## src/rtl/fpu_div16_if.sv

```systemverilog
`default_nettype none
// +--------------------------------------------------------------------+
// | fpu_div16_if : launch/operand/result bundle for the fpu_div16 core  |
// | Rev 1.0                                                            |
// +--------------------------------------------------------------------+
interface fpu_div16_if;
  logic        start;
  logic [15:0] fpuIn1;
  logic [15:0] fpuIn2;
  logic [15:0] fpuOut;
  logic        done;
  logic [3:0]  condCodes;   // {Z,C,N,V}

  modport master (
    output start, fpuIn1, fpuIn2,
    input  fpuOut, done, condCodes
  );

  modport slave (
    input  start, fpuIn1, fpuIn2,
    output fpuOut, done, condCodes
  );
endinterface
`default_nettype wire

```

## src/rtl/fpu_div16.sv

```systemverilog
`default_nettype none
// +--------------------------------------------------------------------+
// | fpu_div16 : fixed-latency half-precision divider (restoring, RNE).  |
// | Define FPU_DIV_SUBNORM_EN for subnormal support (else flush-zero). |
// | Rev 1.0                                                            |
// +--------------------------------------------------------------------+
module fpu_div16 (
  input  logic       clock,
  input  logic       reset,
  fpu_div16_if.slave bus
);

  typedef enum logic [1:0] {
    DIV_WAIT    = 2'd0,
    DIV_SIGCOMP = 2'd1,
    DIV_NORM    = 2'd2,
    DIV_DONE    = 2'd3
  } state_t;

  typedef struct packed {
    logic        zero;
    logic        inf;
    logic        nan;
    logic [6:0]  e;    // two's complement, unbiased by nothing (biased exponent)
    logic [10:0] m;
  } unp_t;

  function automatic unp_t unpack(input logic [15:0] x);
    unp_t u;
    u.nan  = (x[14:10] == 5'h1F) && (x[9:0] != 10'd0);
    u.inf  = (x[14:10] == 5'h1F) && (x[9:0] == 10'd0);
    u.zero = 1'b0;
    u.e    = {2'b00, x[14:10]};
    u.m    = {1'b1, x[9:0]};
    if (x[14:10] == 5'd0) begin
`ifdef FPU_DIV_SUBNORM_EN
      u.zero = (x[9:0] == 10'd0);
      u.m    = {1'b0, x[9:0]};
      u.e    = 7'd1;
      for (int i = 0; i < 10; i++) begin
        if (!u.m[10]) begin
          u.m = {u.m[9:0], 1'b0};
          u.e = u.e - 7'd1;
        end
      end
`else
      u.zero = 1'b1;
      u.m    = 11'd0;
      u.e    = 7'd0;
`endif
    end
    return u;
  endfunction

  state_t      state_q, state_d;
  logic [3:0]  cnt_q, cnt_d;
  logic [15:0] a_q, a_d, b_q, b_d;
  logic [11:0] rem_q, rem_d;
  logic [10:0] div_q, div_d;
  logic [12:0] quo_q, quo_d;
  logic [15:0] out_q, out_d;
  logic [3:0]  cc_q, cc_d;

  unp_t        w_ua, w_ub;
  logic        w_ge;
  logic [10:0] w_rem_sub;

  assign w_ua      = unpack(a_q);
  assign w_ub      = unpack(b_q);
  assign w_ge      = (rem_q >= {1'b0, div_q});
  // Remainder stays below the divisor after a step, so 11 bits hold it before the shift.
  assign w_rem_sub = w_ge ? 11'(rem_q - {1'b0, div_q}) : rem_q[10:0];

  logic        w_sign, w_sticky, w_grd, w_rnd, w_inc, w_inexact;
  logic [10:0] w_mant;
  logic [11:0] w_mant_rnd;
  logic [6:0]  w_exp, w_exp_rnd;
  logic [9:0]  w_frac;
  logic [15:0] w_res;
  logic [3:0]  w_cc;

`ifdef FPU_DIV_SUBNORM_EN
  logic [6:0]  w_shamt;
  logic [38:0] w_wide;
  logic [10:0] w_sub_m, w_sub_rnd;
  logic        w_sub_g, w_sub_r, w_sub_s, w_sub_inc;

  always_comb begin
    w_shamt   = 7'd1 - w_exp;
    w_wide    = {w_mant, w_grd, w_rnd, 26'd0} >> w_shamt;
    w_sub_m   = w_wide[38:28];
    w_sub_g   = w_wide[27];
    w_sub_r   = w_wide[26];
    w_sub_s   = w_sticky | (|w_wide[25:0]);
    w_sub_inc = w_sub_g & (w_sub_r | w_sub_s | w_sub_m[0]);
    w_sub_rnd = w_sub_m + {10'd0, w_sub_inc};
  end
`endif

  always_comb begin
    w_sign   = a_q[15] ^ b_q[15];
    w_sticky = |rem_q;
    if (quo_q[12]) begin
      w_mant = quo_q[12:2];
      w_grd  = quo_q[1];
      w_rnd  = quo_q[0];
      w_exp  = w_ua.e - w_ub.e + 7'd15;
    end else begin
      w_mant = quo_q[11:1];
      w_grd  = quo_q[0];
      w_rnd  = 1'b0;
      w_exp  = w_ua.e - w_ub.e + 7'd14;
    end
    w_inexact  = w_grd | w_rnd | w_sticky;
    w_inc      = w_grd & (w_rnd | w_sticky | w_mant[0]);
    w_mant_rnd = {1'b0, w_mant} + {11'd0, w_inc};
    w_exp_rnd  = w_exp + {6'd0, w_mant_rnd[11]};
    w_frac     = w_mant_rnd[11] ? w_mant_rnd[10:1] : w_mant_rnd[9:0];

    w_res = {w_sign, w_exp_rnd[4:0], w_frac};
    w_cc  = {1'b0, w_inexact, w_sign, 1'b0};
    if ($signed(w_exp_rnd) >= 7'sd31) begin
      w_res = {w_sign, 5'h1F, 10'd0};
      w_cc  = {2'b00, w_sign, 1'b1};
    end
`ifdef FPU_DIV_SUBNORM_EN
    else if ($signed(w_exp) <= 7'sd0) begin
      // A rounding carry into bit 10 lands naturally in the exponent LSB.
      w_res = {w_sign, 4'd0, w_sub_rnd};
      w_cc  = {(w_sub_rnd == 11'd0), (w_sub_g | w_sub_r | w_sub_s), w_sign, 1'b0};
    end
`else
    else if ($signed(w_exp_rnd) <= 7'sd0) begin
      w_res = {w_sign, 15'd0};
      w_cc  = {1'b1, 1'b1, w_sign, 1'b0};
    end
`endif

    if (w_ua.nan || w_ub.nan || (w_ua.inf && w_ub.inf) || (w_ua.zero && w_ub.zero)) begin
      w_res = 16'h7E00;
      w_cc  = 4'b0000;
    end else if (w_ua.inf) begin
      w_res = {w_sign, 5'h1F, 10'd0};
      w_cc  = {2'b00, w_sign, 1'b0};
    end else if (w_ub.inf || w_ua.zero) begin
      w_res = {w_sign, 15'd0};
      w_cc  = {1'b1, 1'b0, w_sign, 1'b0};
    end else if (w_ub.zero) begin
      w_res = {w_sign, 5'h1F, 10'd0};
      w_cc  = {2'b00, w_sign, 1'b1};
    end
  end

  always_comb begin
    state_d = state_q;
    cnt_d   = cnt_q;
    a_d     = a_q;
    b_d     = b_q;
    rem_d   = rem_q;
    div_d   = div_q;
    quo_d   = quo_q;
    out_d   = out_q;
    cc_d    = cc_q;
    unique case (state_q)
      DIV_WAIT, DIV_DONE: begin
        if (bus.start) begin
          state_d = DIV_SIGCOMP;
          a_d     = bus.fpuIn1;
          b_d     = bus.fpuIn2;
          cnt_d   = 4'd0;
        end
      end
      DIV_SIGCOMP: begin
        cnt_d = cnt_q + 4'd1;
        // Count 0 loads the significands; counts 1..13 each retire one quotient bit.
        if (cnt_q == 4'd0) begin
          rem_d = {1'b0, w_ua.m};
          div_d = w_ub.m;
          quo_d = 13'd0;
        end else begin
          rem_d = {w_rem_sub, 1'b0};
          quo_d = {quo_q[11:0], w_ge};
        end
        if (cnt_q == 4'd13) begin
          state_d = DIV_NORM;
        end
      end
      DIV_NORM: begin
        state_d = DIV_DONE;
        out_d   = w_res;
        cc_d    = w_cc;
        cnt_d   = 4'd0;
      end
      default: state_d = DIV_WAIT;
    endcase
  end

  always_ff @(posedge clock or posedge reset) begin
    if (reset) begin
      state_q <= DIV_WAIT;
      cnt_q   <= 4'd0;
      a_q     <= 16'd0;
      b_q     <= 16'd0;
      rem_q   <= 12'd0;
      div_q   <= 11'd0;
      quo_q   <= 13'd0;
      out_q   <= 16'h0000;
      cc_q    <= 4'b0000;
    end else begin
      state_q <= state_d;
      cnt_q   <= cnt_d;
      a_q     <= a_d;
      b_q     <= b_d;
      rem_q   <= rem_d;
      div_q   <= div_d;
      quo_q   <= quo_d;
      out_q   <= out_d;
      cc_q    <= cc_d;
    end
  end

  assign bus.fpuOut    = out_q;
  assign bus.condCodes = cc_q;
  assign bus.done      = (state_q == DIV_DONE);

endmodule
`default_nettype wire

```

## src/flat_wrapper.sv

```systemverilog
// flat-port wrapper written by rule: the top's interface ports become plain ports
module fpu_div16_flat 
  (clock, reset, bus_start, bus_fpuIn1, bus_fpuIn2, bus_fpuOut, bus_done, bus_condCodes);
  fpu_div16_if bus_i ();
  input  logic clock;
  input  logic reset;
  input wire logic [$bits(bus_i.start)-1:0] bus_start;
  input wire logic [$bits(bus_i.fpuIn1)-1:0] bus_fpuIn1;
  input wire logic [$bits(bus_i.fpuIn2)-1:0] bus_fpuIn2;
  output wire logic [$bits(bus_i.fpuOut)-1:0] bus_fpuOut;
  output wire logic [$bits(bus_i.done)-1:0] bus_done;
  output wire logic [$bits(bus_i.condCodes)-1:0] bus_condCodes;
  assign bus_i.start = bus_start;
  assign bus_i.fpuIn1 = bus_fpuIn1;
  assign bus_i.fpuIn2 = bus_fpuIn2;
  assign bus_fpuOut = bus_i.fpuOut;
  assign bus_done = bus_i.done;
  assign bus_condCodes = bus_i.condCodes;
  fpu_div16 u_core (.clock(clock), .reset(reset), .bus(bus_i));
endmodule
```

## config.mk

```make
export PLATFORM = sky130hd
export DESIGN_NAME = fpu_div16_flat
export DESIGN_NICKNAME = d
export VERILOG_FILES = /design/src/rtl/fpu_div16_if.sv /design/src/rtl/fpu_div16.sv /design/src/flat_wrapper.sv
export SDC_FILE = /design/constraint.sdc
export NUM_CORES = 1
export LEC_CHECK = 0
export BUFFER_PORTS_ARGS = -buffer_cell sky130_fd_sc_hd__buf_2
export CAP_MARGIN = 40
export CORE_ASPECT_RATIO = 1.5
export CORE_MARGIN = 10
export CORE_UTILIZATION = 43
export DETAILED_ROUTE_END_ITERATION = 8
export PLACE_DENSITY = 0.61
export SLEW_MARGIN = 15
export SYNTH_ARGS = -nofsm -noshare
export SYNTH_HDL_FRONTEND = slang
export SYNTH_SLANG_ARGS = --single-unit
```

## constraint.sdc

```tcl
create_clock -name clock -period 6.59 [get_ports clock]
set_input_delay 0.9885 -clock clock [delete_from_list [all_inputs] [get_ports clock]]
set_output_delay 0.9885 -clock clock [all_outputs]
set_load 0.02 [all_outputs]
```

==> results of run 1 <==
-- critical path: stages (launching register included) --
cell and delay, ns:
dfrtp_1 0.37, buf_4 0.24, o21ai_0 0.27, nor2_1 0.06, nor2_1 0.10, ha_1 0.21
nand2_1 0.11, nor3_1 0.27, and3_1 0.26, nand3_1 0.16, nor2_1 0.13, buf_4 0.18
ha_1 0.21, ha_1 0.29, a31oi_1 0.15, a21o_1 0.22, a211o_1 0.31, a311oi_2 0.51
nor3_2 0.14, a221o_1 0.34
-- stage by stage --
step	util (%)	instance area, µm²	std cells
3_3_place_gp	46.9	6350	804
4_1_cts	49.3	6670	821
2_1_floorplan	-	5960	611
5_1_grt	49.3	6670	821
3_5_place_dp	47.0	6360	805
6_report	49.3	6670	821
-- routing by layer --
metal	routed length, µm	up-vias	global-route usage [%]
li1	-	2334	-
met1	5870	2362	17.2
met2	8100	111	29.4
met3	551	40	2.96
met4	595	0	7.71
met5	0	-	0
-- flip-flops by register name, summed over array words and instances, names as in the netlist --
signal / cells
u_core.cnt_q: 4
u_core.quo_q: 13
u_core.bus.condCodes: 4
u_core.div_q: 11
u_core.b_q: 16
u_core.state_q: 2
u_core.a_q: 16
u_core.bus.fpuOut: 15
u_core.rem_q: 12
-- cell families after synthesis --
logic type                 after synthesis
muxes                                   48
xor gates and xnor gates                13
and+or+nand+nor                        169
AOI/OAI and AO/OA                      171
buffers and inverters                   85
DFF                                     93
adders and majority gates               32
-- cell usage in the layout (no fill, tap or decap), types with 4 or more instances in the layout --
| master | n |
|---|---|
| nand3_1 | 12 |
| xnor2_1 | 8 |
| mux2_2 | 32 |
| nor2_1 | 35 |
| dfrtp_1 | 93 |
| o2111ai_1 | 4 |
| and3_1 | 6 |
| buf_4 | 7 |
| or2_2 | 6 |
| inv_1 | 54 |
| nand2b_1 | 6 |
| a311o_1 | 4 |
| nor3_1 | 7 |
| a22o_1 | 13 |
| o22ai_1 | 15 |
| nand4_1 | 4 |
| a211oi_1 | 11 |
| o41ai_1 | 4 |
| o21ai_0 | 27 |
| buf_2 | 55 |
| mux2i_1 | 16 |
| ha_1 | 30 |
| nand2_1 | 46 |
| o211ai_1 | 5 |
| clkbuf_16 | 9 |
| and2_1 | 5 |
| o32ai_2 | 7 |
| nor2b_1 | 16 |
| a221o_1 | 4 |
| a21o_1 | 11 |
| a21oi_1 | 26 |
| nor4_1 | 8 |
-- final cells by class --
class,instances,area [µm²]
clock buffers,10,229
well taps,162,203
inverters,55,208
clock inverters,6,86.3
multi-input cells,433,3290
repair buffers,62,328
flip-flops and latches,93,2330
fillers,1293,6860
-- worst paths after layout --
path | to | slack (ns) | depth (start not counted)
max | u_core.bus.condCodes[3] | 1.94 | 19
max in group asynchronous | u_core.quo_q[7] | 4.74 | 3
max reg2reg | u_core.bus.condCodes[3] | 1.94 | 19
min reg2reg | u_core.bus.fpuOut[8] | 0.49 | 2
min | u_core.bus.fpuOut[8] | 0.49 | 2
min in group asynchronous | u_core.a_q[8] | 0.71 | 2
==> out/qor.yml, run 1 <==
yosys:
  synth_cells: 611
  synth_fa_ha_area_share_pct: 6.97
  synth_mux_area_share_pct: 8.73
  yosys.area.top_type: "dfrtp_1"
  yosys.area_share.simple_pct: 14.7
  synth_flop_cell: "dfrtp_1"
  post-synth-top-area-fraction_pct: 39.1
  synth-edff-count: 0
  synth_seq_cells: 93
  synth-compound-area-share_pct: 22.4
  yosysSeqAreaShare_pct: 39.1
  synth_xor_area_share_pct: 2.37
  ys_async_sr_fraction_pct: 100
  synth_top_family_by_area: "compound AO/OA/AOI/OAI gates"
  yosys_warnings: 0
  synth_most_common_cell: "dfrtp_1"
  ys_types: 79
  synth_commonest_cells: "dfrtp_1, inv_1, nand2_1, nor2_1, mux2_2"
  synth_fp_nets: 678
  syn-cell-area_um2: 5960
  syn-mean-instance-area_um2: 9.75
  synthTopCellsByArea: "dfrtp_1, ha_1, mux2_2, inv_1, nand2_1"
placed_design:
  io_buffers: 55
  place.gp.congestion: 0.907
  dpl.hpwl_mm: 11.7
  dpl_worst_slack_ns: 2.03
setup_path:
  cp-end-kind: "register"
  crit_start: "u_core.quo_q[12]"
  start_kind: "register"
  path_class: "register to register"
  r2r_start: "u_core.quo_q[12]"
  cp_data_arrival_time_ns: 4.89
  required_ns: 6.82
  path_max_fanout: 35
final_layout:
  n_antenna_cell: 0
  final_nets: 721
  drive_gt1_share_pct: 21.7
  area_growth_pct: 12.0
grt:
  grt_overflow_total: 0
  grt_max_degree: 56
  grt_pass1_vias: 4924
  grt_pass1_wl_mm: 24.6
  grt_use_total_pct: 16.1
  antenna_found_initial: 0
route:
  drt_iter0_markers: 275
  drt_wl_total_mm: 15.1
  dr.pass1.iters: 4
  antenna_left: 0
  routedWlPerCell_um: 18.4
  route.detailed.drc: 0
  viasPerCell: 5.90
  vias: 4847
floorplan:
  fp.dieW_um: 116
  die_area_um2: 19100
  start_util_pct: 44.0
  fp-row-count: 52
  core_area_um2: 13500
  io_pins: 56
  die_h_um: 164
sta:
  relSlewSlack_pct: 43.8
  setup_viol: 0
  timing.final.crit_period_ns: 4.65
  final_max_slew_viol_count: 0
  grt_setup_unrepaired: "false"
  tightestPinTransition_ns: 0.819
  fin_tns_setup_ns: 0
  final.period_utilization_pct: 70.6
  final.setup_skew_ns: 0.00751
  whs_ns: 0.489
  fmax_mhz: 215
  fin_ws_ns: 1.94
  finalHoldViolCount: 0
clocking:
  hold_buffers: 0
  h-tree-depth: 3
  post-cts-setup-buffers: 0
  cts_root_buf: "clkbuf_16"
  cts-root-to-sink-buffers: 2
  cts_sinks: 93
  cts_resized: 0
  cts.clk_slew.worst_paths_ns: 0.07
  clk_latency_ns: 0.35
  cts_tree: "done"
  numCtsBuffers: 9
outcome:
  status: "complete, no violations"
hold_path:
  min_path_type: "register to register"
  hp-start: "u_core.bus.fpuOut[8]"
job:
  cap_violations: 0
Power of run 1 is not shown: default switching activity piles up to over one toggle a cycle in this logic, so the estimate is an artifact.
==> run 2: changes to the inputs <==
==> constraint.sdc (replaced) <==
create_clock -name clock -period 4.6 [get_ports clock]
set_input_delay 0.69 -clock clock [delete_from_list [all_inputs] [get_ports clock]]
set_output_delay 0.69 -clock clock [all_outputs]
set_load 0.02 [all_outputs]
==> out/qor.yml, run 2 (synthesis results as in run 1) <==
outcome:
  status: "complete, no violations"  # unchanged
route:
  viasPerCell: 5.93  # was 5.90
  drt_iter0_markers: 245  # was 275
  route.detailed.drc: 0  # unchanged
  antenna_left: 0  # unchanged
  vias: 4912  # was 4,847
  routedWlPerCell_um: 18.7  # was 18.4 µm
  dr.pass1.iters: 4  # unchanged
  drt_wl_total_mm: 15.5  # was 15.1 mm
floorplan:
  die_area_um2: 19100  # unchanged
  fp.dieW_um: 116  # unchanged
  start_util_pct: 44.0  # unchanged
  die_h_um: 164  # unchanged
  fp-row-count: 52  # unchanged
  core_area_um2: 13500  # unchanged
  io_pins: 56  # unchanged
grt:
  antenna_found_initial: 0  # unchanged
  grt_pass1_vias: 5280  # was 4,924
  grt_overflow_total: 0  # unchanged
  grt_max_degree: 40  # was 56
  grt_use_total_pct: 16.6  # was 16.1%
  grt_pass1_wl_mm: 25.6  # was 24.6 mm
clocking:
  cts_tree: "done"  # unchanged
  hold_buffers: 0  # unchanged
  cts-root-to-sink-buffers: 2  # unchanged
  cts_root_buf: "clkbuf_16"  # unchanged
  numCtsBuffers: 9  # unchanged
  cts_sinks: 93  # unchanged
  clk_latency_ns: 0.35  # about the same
  h-tree-depth: 3  # unchanged
  cts.clk_slew.worst_paths_ns: 0.07  # about the same
final_layout:
  final_cell_mix: "dfrtp_1, buf_2, inv_1"  # unchanged
  drive_gt1_share_pct: 23.7  # was 21.7%
  finalInstanceArea_um2: 6780  # was 6670 µm²
  area_growth_pct: 13.8  # was 12.0%
  num-fill-cells: 1297  # was 1,293
  n_antenna_cell: 0  # unchanged
  final_nets: 729  # was 721
  final_common_cell: "dfrtp_1"  # unchanged
setup_path:
  timing.rr.end: "u_core.bus.fpuOut[4]"  # was u_core.bus.condCodes[3]
  r2r_start: "u_core.rem_q[3]"  # was u_core.quo_q[12]
  rrSetupSlack_ns: 0.36  # was 1.94 ns
  required_ns: 4.82  # was 6.82 ns
  cp-end-kind: "register"  # unchanged
  start_kind: "register"  # unchanged
  path_max_fanout: 8  # was 35
  critPathSlowestCell: "dfrtp_1"  # was a311oi_2
  cp_cell_sequence: "nor4_1 -> o2111ai_1 -> nor2_1 -> nor2_1 -> ha_1 -> nand2_1 -> nor3_4 -> and3_4 -> nand3_2 -> nor2_4 -> ha_1 -> ha_2 -> or2_2 -> a221oi_2 -> a41oi_2 -> buf_4 -> o21ai_4 -> o32ai_2"  # was buf_4 -> o21ai_0 -> nor2_1 -> nor2_1 -> ha_1 -> nand2_1 -> nor3_1 -> and3_1 -> nand3_1 -> nor2_1 -> buf_4 -> ha_1 -> ha_1 -> a31oi_1 -> a21o_1 -> a211o_1 -> a311oi_2 -> nor3_2 -> a221o_1
  cp_data_arrival_time_ns: 4.46  # was 4.89 ns
  path_class: "register to register"  # unchanged
  worst-path-buf-inv: 1  # was 2
  rr_worst_depth: 18  # was 19
  cp_top_family: "simple AND/OR/NAND/NOR gates"  # was compound AO/OA/AOI/OAI gates
  max_stage_delay_ns: 0.43  # was 0.51 ns
sta:
  tightestPinTransition_ns: 0.825  # was 0.819 ns
  grt_setup_unrepaired: "false"  # unchanged
  final.setup_skew_ns: 0.00952  # was 0.00751 ns
  finalHoldViolCount: 0  # unchanged
  whs_ns: 0.315  # was 0.489 ns
  relSlewSlack_pct: 44.8  # was 43.8%
  fmax_mhz: 236  # was 215 MHz
  final_max_slew_viol_count: 0  # unchanged
  fin_tns_setup_ns: 0  # unchanged
  final.period_utilization_pct: 92.1  # was 70.6%
  fin_ws_ns: 0.364  # was 1.94 ns
  timing.final.crit_period_ns: 4.24  # was 4.65 ns
  setup_viol: 0  # unchanged
hold_path:
  min_path_type: "input pin to async pin"  # was register to register
placed_design:
  dpl_worst_slack_ns: 0.247  # was 2.03 ns
  place_area_um2: 6400  # was 6360 µm²
  io_buffers: 55  # unchanged
  dpl.hpwl_mm: 11.7  # about the same
  place.gp.congestion: 0.900  # was 0.907
job:
  cap_violations: 0  # unchanged
[run 2: cell types whose count changed in the layout (fill, tap and decap cells not counted), sizes merged]
cell    delta
inv        +2
o21ai      +1
clkinv     -1
buf        +7
clkbuf     -1
[run 2: worst reg2reg max path: stages, from the launching register on]
cell,delay (ns)
dfrtp_1,0.43
nor4_1,0.40
o2111ai_1,0.22
nor2_1,0.14
nor2_1,0.05
ha_1,0.22
nand2_1,0.16
nor3_4,0.06
and3_4,0.19
nand3_2,0.13
nor2_4,0.06
ha_1,0.23
ha_2,0.30
or2_2,0.32
a221oi_2,0.30
a41oi_2,0.26
buf_4,0.21
o21ai_4,0.30
o32ai_2,0.15
[run 2: area by class of cell]
type	instances	area [µm²]	share of cell area, %
Multi-Input combinational cell	434	3330	49.1
Tap cell	162	203	2.99
Clock buffer	9	225	3.32
Sequential cell	93	2330	34.3
Inverter	55	208	3.06
Clock inverter	7	105	1.55
Timing Repair Buffer	69	380	5.61
[run 2: how the worst max path moves through the flow]
stage,slack (ns),from,cells after the start,to
2_1_floorplan,0.04,u_core.quo_q[12],21,u_core.bus.condCodes[3]
3_3_place_gp,0.29,u_core.rem_q[3],18,u_core.bus.condCodes[3]
3_5_place_dp,0.25,u_core.quo_q[12],19,u_core.bus.condCodes[3]
4_1_cts,0.22,u_core.rem_q[3],18,u_core.bus.condCodes[3]
5_1_grt,0.01,u_core.rem_q[2],17,u_core.bus.fpuOut[5]
6_report,0.36,u_core.rem_q[3],18,u_core.bus.fpuOut[4]
[run 2: routing by layer]
layer	global-route usage (%)	share of wire [%]
met1	17.8	39
met2	30.7	54
met3	2.99	3.8
met4	7.25	3.2
met5	0	0
[run 2: timing repair]
action                                  CTS  global route
endpoints found under the setup margin    0            18
gates resized for setup                   0             7
buffers inserted                          0             3
[run 2: per-stage QoR]
stage	instances	utilization, %
after floorplan	611	-
after global placement	809	47.3
after detailed placement	809	47.3
after CTS	825	49.7
after global routing	829	50.1
final	829	50.1
Power of run 2 is left out for the same reason.
